`config.mk`:
```
export PLATFORM = sky130hd
export DESIGN_NAME = flop_bank
export DESIGN_NICKNAME = d
export VERILOG_FILES = /design/src/rtl/flop_bank.sv
export SDC_FILE = /design/constraint.sdc
export NUM_CORES = 1
export LEC_CHECK = 0
export BUFFER_PORTS_ARGS = -buffer_cell sky130_fd_sc_hd__clkbuf_2
export CAP_MARGIN = 5
export CORE_MARGIN = 2
export CORE_UTILIZATION = 35
export CTS_CLUSTER_SIZE = 10
export DETAILED_ROUTE_END_ITERATION = 8
export GPL_TIMING_DRIVEN = 0
export MAX_ROUTING_LAYER = met4
export RECOVER_POWER = 100
export SYNTH_ARGS = -nofsm -noshare
export SYNTH_HDL_FRONTEND = slang
export SYNTH_SLANG_ARGS = --single-unit
```
`constraint.sdc`:
```
create_clock -name clk -period 2 [get_ports clk]
set_input_delay 0.1 -clock clk [delete_from_list [all_inputs] [get_ports clk]]
set_output_delay 0.1 -clock clk [all_outputs]
set_load 0.005 [all_outputs]
```
`src/rtl/flop_bank.sv`:
```
// flop_bank: WIDTH-bit register with runtime-selectable per-bit behaviour
// (D, T, JK, SR) or whole-word shift/rotate. It also provides a synchronous
// clear, a clock enable, a sticky SR-conflict flag and a change-detect pulse.
module flop_bank #(
    parameter int               WIDTH     = 8,
    parameter logic [WIDTH-1:0] RESET_VAL = {WIDTH{1'b0}}
) (
    input  logic             clk,
    input  logic             rst_n,
    input  logic             en,
    input  logic             clr,
    input  logic [2:0]       mode,
    input  logic [WIDTH-1:0] a,
    input  logic [WIDTH-1:0] b,
    input  logic             ser_in,
    input  logic             err_clr,
    output logic [WIDTH-1:0] q,
    output logic [WIDTH-1:0] q_bar,
    output logic             err,
    output logic             chg
);

    typedef enum logic [2:0] {
        MODE_HOLD = 3'b000,
        MODE_D    = 3'b001,
        MODE_T    = 3'b010,
        MODE_JK   = 3'b011,
        MODE_SR   = 3'b100,
        MODE_SHL  = 3'b101,
        MODE_SHR  = 3'b110,
        MODE_ROL  = 3'b111
    } mode_e;

    logic [WIDTH-1:0] q_next;
    logic [WIDTH-1:0] sr_set;
    logic [WIDTH-1:0] sr_rst;
    logic             err_set;
    logic             err_next;

    // SR decode: a conflicting bit (s=r=1) asserts neither set nor reset, so it holds.
    assign sr_set  = a & ~b;
    assign sr_rst  = b & ~a;
    assign err_set = en & ~clr & (mode == MODE_SR) & (|(a & b));

    // Next-state selection: clr beats the enable, and the enable beats the mode.
    always_comb begin
        q_next = q;
        if (clr) begin
            q_next = RESET_VAL;
        end else if (en) begin
            case (mode_e'(mode))
                MODE_HOLD: q_next = q;
                MODE_D:    q_next = a;
                MODE_T:    q_next = q ^ a;
                // j=a, k=b: set where j&~q, keep where ~k&q (covers hold/set/reset/toggle)
                MODE_JK:   q_next = (a & ~q) | (~b & q);
                MODE_SR:   q_next = (q | sr_set) & ~sr_rst;
                MODE_SHL:  q_next = {q[WIDTH-2:0], ser_in};
                MODE_SHR:  q_next = {ser_in, q[WIDTH-1:1]};
                MODE_ROL:  q_next = {q[WIDTH-2:0], q[WIDTH-1]};
                default:   q_next = q;
            endcase
        end
    end

    // Sticky error: when a new conflict and a clear arrive together, the conflict is kept.
    always_comb begin
        err_next = err;
        if (err_set) begin
            err_next = 1'b1;
        end else if (clr || err_clr) begin
            err_next = 1'b0;
        end
    end

    // State register: reset is asynchronous; chg marks any edge that alters q.
    always_ff @(posedge clk or negedge rst_n) begin
        if (!rst_n) begin
            q   <= RESET_VAL;
            err <= 1'b0;
            chg <= 1'b0;
        end else begin
            q   <= q_next;
            err <= err_next;
            chg <= (q_next != q);
        end
    end

    assign q_bar = ~q;

endmodule
```
==> metrics.cfg, run 1 <==
[setup_path]
cp-start-kind=flop
path_cells=buf_6, maj3_2, a211oi_4, mux2_4, nor4b_4, nand4_1
critPathKind=flop to flop
cp_slowest_stage_delay_ps=390
reg2reg_slack_ps=50
worstPathArrival_ps=2050
worst_setup_path_end_kind=flop
required_ps=2100
r2r_cells=6
crit_fanout=9
slowest_stage=dfrtp_1

[drt]
firstDrtPassIters=4
route.detailed.drc=0
drt_iter0_drc=91
vias_per_cell=5.62
ant_nets=0
wl_um=4590
dr_total_vias=1652
wl_per_cell_um=15.6

[clock_tree]
clockBufferDepth=2
h-tree-depth=1
clk_pin_slew_worst_paths_ps=50
clockRootBuffer=clkbuf_8
clock-sinks=10
tritoncts=yes
cts_buffers=3
clk_latency_ps=240

[timing]
min_period_over_period_pct=97.4
rsz0062_at_grt=true
layout_setup_ws_ps=52.6
slew_violations=0
clock_skew_ps=1.81
hold_slack_ps=145
hold_viol_final=0
max_freq_ghz=0.514
worst-slew-pin-transition_ps=681
relSlewSlack_pct=54.4
finalCriticalPeriod_ps=1950
setup_violations=0

[placed_design]
dp_hpwl_um=3610
numPortBuffers=41
place_area_mm2=0.00172
pre_cts_slack_ps=-161
routabilityCongestion=0.915

[pwr]
pwr-share-seq_pct=26.5
pwr-share-comb_pct=44.0
p_leak_nw=0.821
p_sw_mw=0.308
power.share.clock_pct=29.6
peakVddDrop_mv=0.313
intPower_mw=0.559
power_switching_share_pct=35.6
powerDensity_mw_per_mm2=472
p_total_mw=0.867

[global_route]
grt_pass1_vias=1495
grt_max_degree=11
grt_overflow=0
antenna_found_initial=0
grt_pass1_wl_um=7340
track_usage_pct=21.7

[synthesis]
yosysUniqueCellTypes=53
yosysSeqAreaShare_pct=17.3
ys_seq_elements=10
async_reset_ff_share_pct=100
synth.net_count=221
synth_edf_count=0
synth_cells=196
synthFlopType=dfrtp_1
ys_warn_count=0
syn_area_per_cell_um2=7.39
syn_area_mm2=0.00145

[finish]
final_common_cell=clkbuf_2
nNetsFinal=270
antenna_cells=0
area_growth_pct=26.8
fin_area_mm2=0.00184
drive_gt1_share_pct=30.7
layout_common_cells=34 x clkbuf_2, 14 x inv_1, 14 x nand2_1, 14 x a21oi_1, 14 x nor2_1

[floorplan]
die_h_um=68.3
die_w_um=68.3
die-area_mm2=0.00467
fp-row-count=23
initial_utilization_pct=36.2
core-area_mm2=0.00400
ios=43

[job]
maxCapViolCount=0

[worst_hold_path]
hold_class=input port to flop
whs_path_depth=4

[status]
outcome=finished clean

-- path summary, 6_finish.rpt --
path                          from  endpoint
min                        err_clr       err
max in group asynchronous    rst_n      q[1]
max                           q[4]       chg
max reg2reg                   q[4]       chg
min reg2reg                    err       err
min in group asynchronous    rst_n       err
-- state kept, by name, summed over array words and instances (netlist names) --
signal  flops
chg         1
q           8
err         1
-- cell families after synthesis --
logic type	share of synthesized area, %
flip-flops	17.3
multiplexers	10.5
adder cells (fa/ha/maj)	3.46
AO/OA/AOI/OAI	30.9
AND/OR/NAND/NOR	26.0
buffers and inverters	11.8
-- power groups by stage --
stage | registers (mW) | logic (mW) | clock network [mW]
after global placement | 0.229 | 0.359 | 0
after floorplan | 0.230 | 0.232 | 0
final | 0.229 | 0.381 | 0.257
after detailed placement | 0.228 | 0.359 | 0
after CTS | 0.225 | 0.368 | 0.258
after global routing | 0.232 | 0.421 | 0.272
-- worst max-delay path, delay by kind of cell, from the launching register on --
family / cells / cell delay (ps)
AOI/OAI and AO/OA: 1 / 270
adders and majority gates: 1 / 330
buffers and inverters: 1 / 150
DFF: 1 / 390
muxes: 1 / 340
and+or+nand+nor: 2 / 340
-- synth_stat cells, drive strengths merged, types with 3 or more instances --
library cell,number,area (um2)
inv,19,71.3
nor2,15,58.8
a21oi,14,70.1
buf,14,87.6
nand2,14,52.6
o21ai,14,85.1
nor2b,12,75.1
dfrtp,10,250
mux2i,10,100
a211oi,7,52.6
maj3,5,50.1
nand3,5,25.0
a22oi,4,30.0
mux2,4,52.6
nand2b,4,25.0
nor3,4,20.0
clkbuf,3,11.3
nor4,3,18.8
o221a,3,33.8
-- through the flow --
stage / TNS, ps / util [%] / instances
6_report: 0 / 45.9 / 294
5_1_grt: -36.7 / 45.9 / 294
4_1_cts: 0 / 45.0 / 293
3_5_place_dp: -161 / 42.9 / 287
3_3_place_gp: -173 / 42.9 / 287
2_1_floorplan: 0 / - / 196
-- area by class of cell --
type                            count  area [um2]
Buffer                             16         106
Sequential cell                    10         250
Tap cell                           50        62.6
Clock buffer                        4        55.1
Timing Repair Buffer               45         229
Multi-Input combinational cell    150        1060
Fill cell                         421        2160
Inverter                           19        71.3
-- repair_timing --
action | CTS | global route
setup buffers | 1 | 2
pin swaps | 1 | 4
hold endpoints to repair | 10 | 0
gates resized for setup | 3 | 9
endpoints found under the setup margin | 1 | 1
hold buffers | 1 | 0
-- layer usage --
layer	vias to the layer above	share of wire, %	track usage [%]
met5	-	0	-
met4	0	1.0	2.25
met3	4	8.2	4.11
met2	70	47	32.6
met1	760	44	31.0
li1	818	-	-
No activity file was read; power rests on OpenSTA's default activity.
==> inputs of run 2 (changes only) <==
--- a/config.mk
+++ b/config.mk
@@ -13,6 +13,7 @@
 export DETAILED_ROUTE_END_ITERATION = 8
 export GPL_TIMING_DRIVEN = 0
 export MAX_ROUTING_LAYER = met4
+export PLACE_DENSITY = 0.7
 export RECOVER_POWER = 100
 export SYNTH_ARGS = -nofsm -noshare
 export SYNTH_HDL_FRONTEND = slang
==> run 2 against run 1 <==
Effect of this change:
- clock power is 4% lower
- first-iteration DRC count grew 9.9%
- worst hold slack better by 25 ps
- clock skew is essentially flat
- wire length up 4.5%
- total power rose by 1.3%
- global-route usage is 0.45 points lower
==> metrics.cfg, run 2 (synthesis gave the netlist of run 1 again) <==
[status]
outcome=finished clean

[timing]
hold_viol_final=0  ; unchanged
relSlewSlack_pct=60.9  ; +6.5 points
clock_skew_ps=1.72  ; -0.0865 ps
rsz0062_at_grt=false
setup_violations=0  ; unchanged
max_freq_ghz=0.523  ; +1.9%
worst-slew-pin-transition_ps=586  ; -95.1 ps
slew_violations=0  ; unchanged
hold_slack_ps=170  ; +24.8 ps
min_period_over_period_pct=95.5  ; -1.8 points
finalCriticalPeriod_ps=1910  ; -36.8 ps

[pwr]
peakVddDrop_mv=0.253  ; -19%
powerDensity_mw_per_mm2=464  ; -1.8%
p_leak_nw=0.854  ; +4.0%

[drt]
wl_per_cell_um=15.9  ; +1.7%
drt_iter0_drc=100  ; +9.9%
route.detailed.drc=0  ; unchanged
dr_total_vias=1713  ; +3.7%
ant_nets=0  ; unchanged
firstDrtPassIters=4  ; unchanged
wl_um=4800  ; +4.5%
vias_per_cell=5.67  ; +0.95%

[global_route]
antenna_found_initial=0  ; unchanged
grt_pass1_vias=1544  ; +3.3%
track_usage_pct=21.2  ; -0.45 points
grt_overflow=0  ; unchanged
grt_pass1_wl_um=7180  ; -2.2%
grt_max_degree=11  ; unchanged

[floorplan]
core-area_mm2=0.00400  ; unchanged
initial_utilization_pct=36.2  ; unchanged
fp-row-count=23  ; unchanged
die_h_um=68.3  ; unchanged
die_w_um=68.3  ; unchanged
die-area_mm2=0.00467  ; unchanged
ios=43  ; unchanged

[setup_path]
worst_setup_path_end_kind=flop
crit_fanout=6  ; -3
path_common_cell=buf_4
worstPathArrival_ps=2010  ; -40 ps
path_cells=maj3_2, a211oi_2, buf_4, buf_4, buf_4, buf_4, clkbuf_4, buf_4, a211oi_1
reg2reg_slack_ps=90  ; +40 ps
required_ps=2090  ; about the same
cp_slowest_stage_delay_ps=460  ; +70 ps
critPathKind=flop to flop
cp-start-kind=flop
slowest_stage=dfrtp_2

[clock_tree]
clockRootBuffer=clkbuf_8
tritoncts=yes
clock-sinks=10  ; unchanged
clk_pin_slew_worst_paths_ps=50  ; about the same
cts_buffers=3  ; unchanged
clk_latency_ps=230  ; about the same
h-tree-depth=1  ; unchanged
clockBufferDepth=2  ; unchanged

[placed_design]
numPortBuffers=41  ; unchanged
routabilityCongestion=0.932  ; +1.8%
dp_hpwl_um=3600  ; -0.37%
place_area_mm2=0.00172  ; unchanged

[finish]
layout_common_cells=32 x clkbuf_2, 15 x inv_1, 14 x nand2_1, 14 x a21oi_1, 14 x nor2_1
largest_reg_flops=8  ; unchanged
drive_gt1_share_pct=32.5  ; +1.8 points
fin_area_mm2=0.00189  ; +3.1%
largestRegisters=q: 8 flops, chg: 1 flops, err: 1 flops
filler_cell_count=420  ; -0.24%
final_common_cell=clkbuf_2
area_growth_pct=30.8
nNetsFinal=278  ; +3.0%
top_register=q
antenna_cells=0  ; unchanged

[worst_hold_path]
hold_class=input port to flop

[job]
maxCapViolCount=0  ; unchanged

-- run 2: layout make-up --
type | count | area, um2 | share of cell area [%]
Multi-Input combinational cell | 150 | 1060 | 56.2
Timing Repair Buffer | 53 | 287 | 15.1
Sequential cell | 10 | 251 | 13.3
Buffer | 16 | 101 | 5.35
Inverter | 19 | 71.3 | 3.77
Tap cell | 50 | 62.6 | 3.30
Clock buffer | 4 | 55.1 | 2.91
-- run 2: critical path: cells and delay by family, from the launching register on --
| family | cells | cell delay [ps] |
|---|---|---|
| compound gates | 2 | 360 |
| fa+ha+maj | 1 | 330 |
| buf+inv | 6 | 630 |
| flops | 1 | 460 |
-- run 2: power by group --
group / switching, mW / total, mW / internal [mW]
clock network: 0.0756 / 0.248 / 0.173
logic: 0.220 / 0.401 / 0.180
registers: 0.0108 / 0.229 / 0.219
total: 0.307 / 0.878 / 0.571
-- run 2: per-stage QoR --
| stage | total power, mW | instances | TNS, ps | util (%) | worst slack (ps) |
|---|---|---|---|---|---|
| after floorplan | 0.462 | 196 | 0 | - | 29.0 |
| after global placement | 0.582 | 287 | -204 | 42.9 | -204 |
| after detailed placement | 0.588 | 287 | -206 | 42.9 | -206 |
| after CTS | 0.856 | 297 | 0 | 45.7 | 7.98 |
| after global routing | 0.930 | 302 | 0 | 47.3 | 2.39 |
| final | 0.878 | 302 | 0 | 47.3 | 89.4 |
-- run 2: final timing paths --
kind | from | end | cells past startpoint
setup / recovery | q[4] | q[4] | 9
hold / removal | err_clr | err | 4
setup reg to reg | q[4] | q[4] | 9
hold reg to reg | err | err | 2
max in group asynchronous | rst_n | q[4] | 2
min in group asynchronous | rst_n | err | 2
-- run 2: timing repair --
item,4_1_cts,5_1_grt
pin swaps,1,1
endpoints found under the setup margin,1,2
buffers inserted,6,5
resized for setup,2,13
hold endpoints to repair,10,0
cloned,0,0
hold buffers,1,0
-- run 2: routing by layer --
| layer | global-route usage (%) | routed length [um] | part of all wire (%) |
|---|---|---|---|
| met1 | 26.7 | 1980 | 41 |
| met3 | 4.93 | 418 | 8.7 |
| met4 | 3.00 | 17 | 0.35 |
| met2 | 35.3 | 2380 | 50 |
| met5 | - | 0 | 0 |
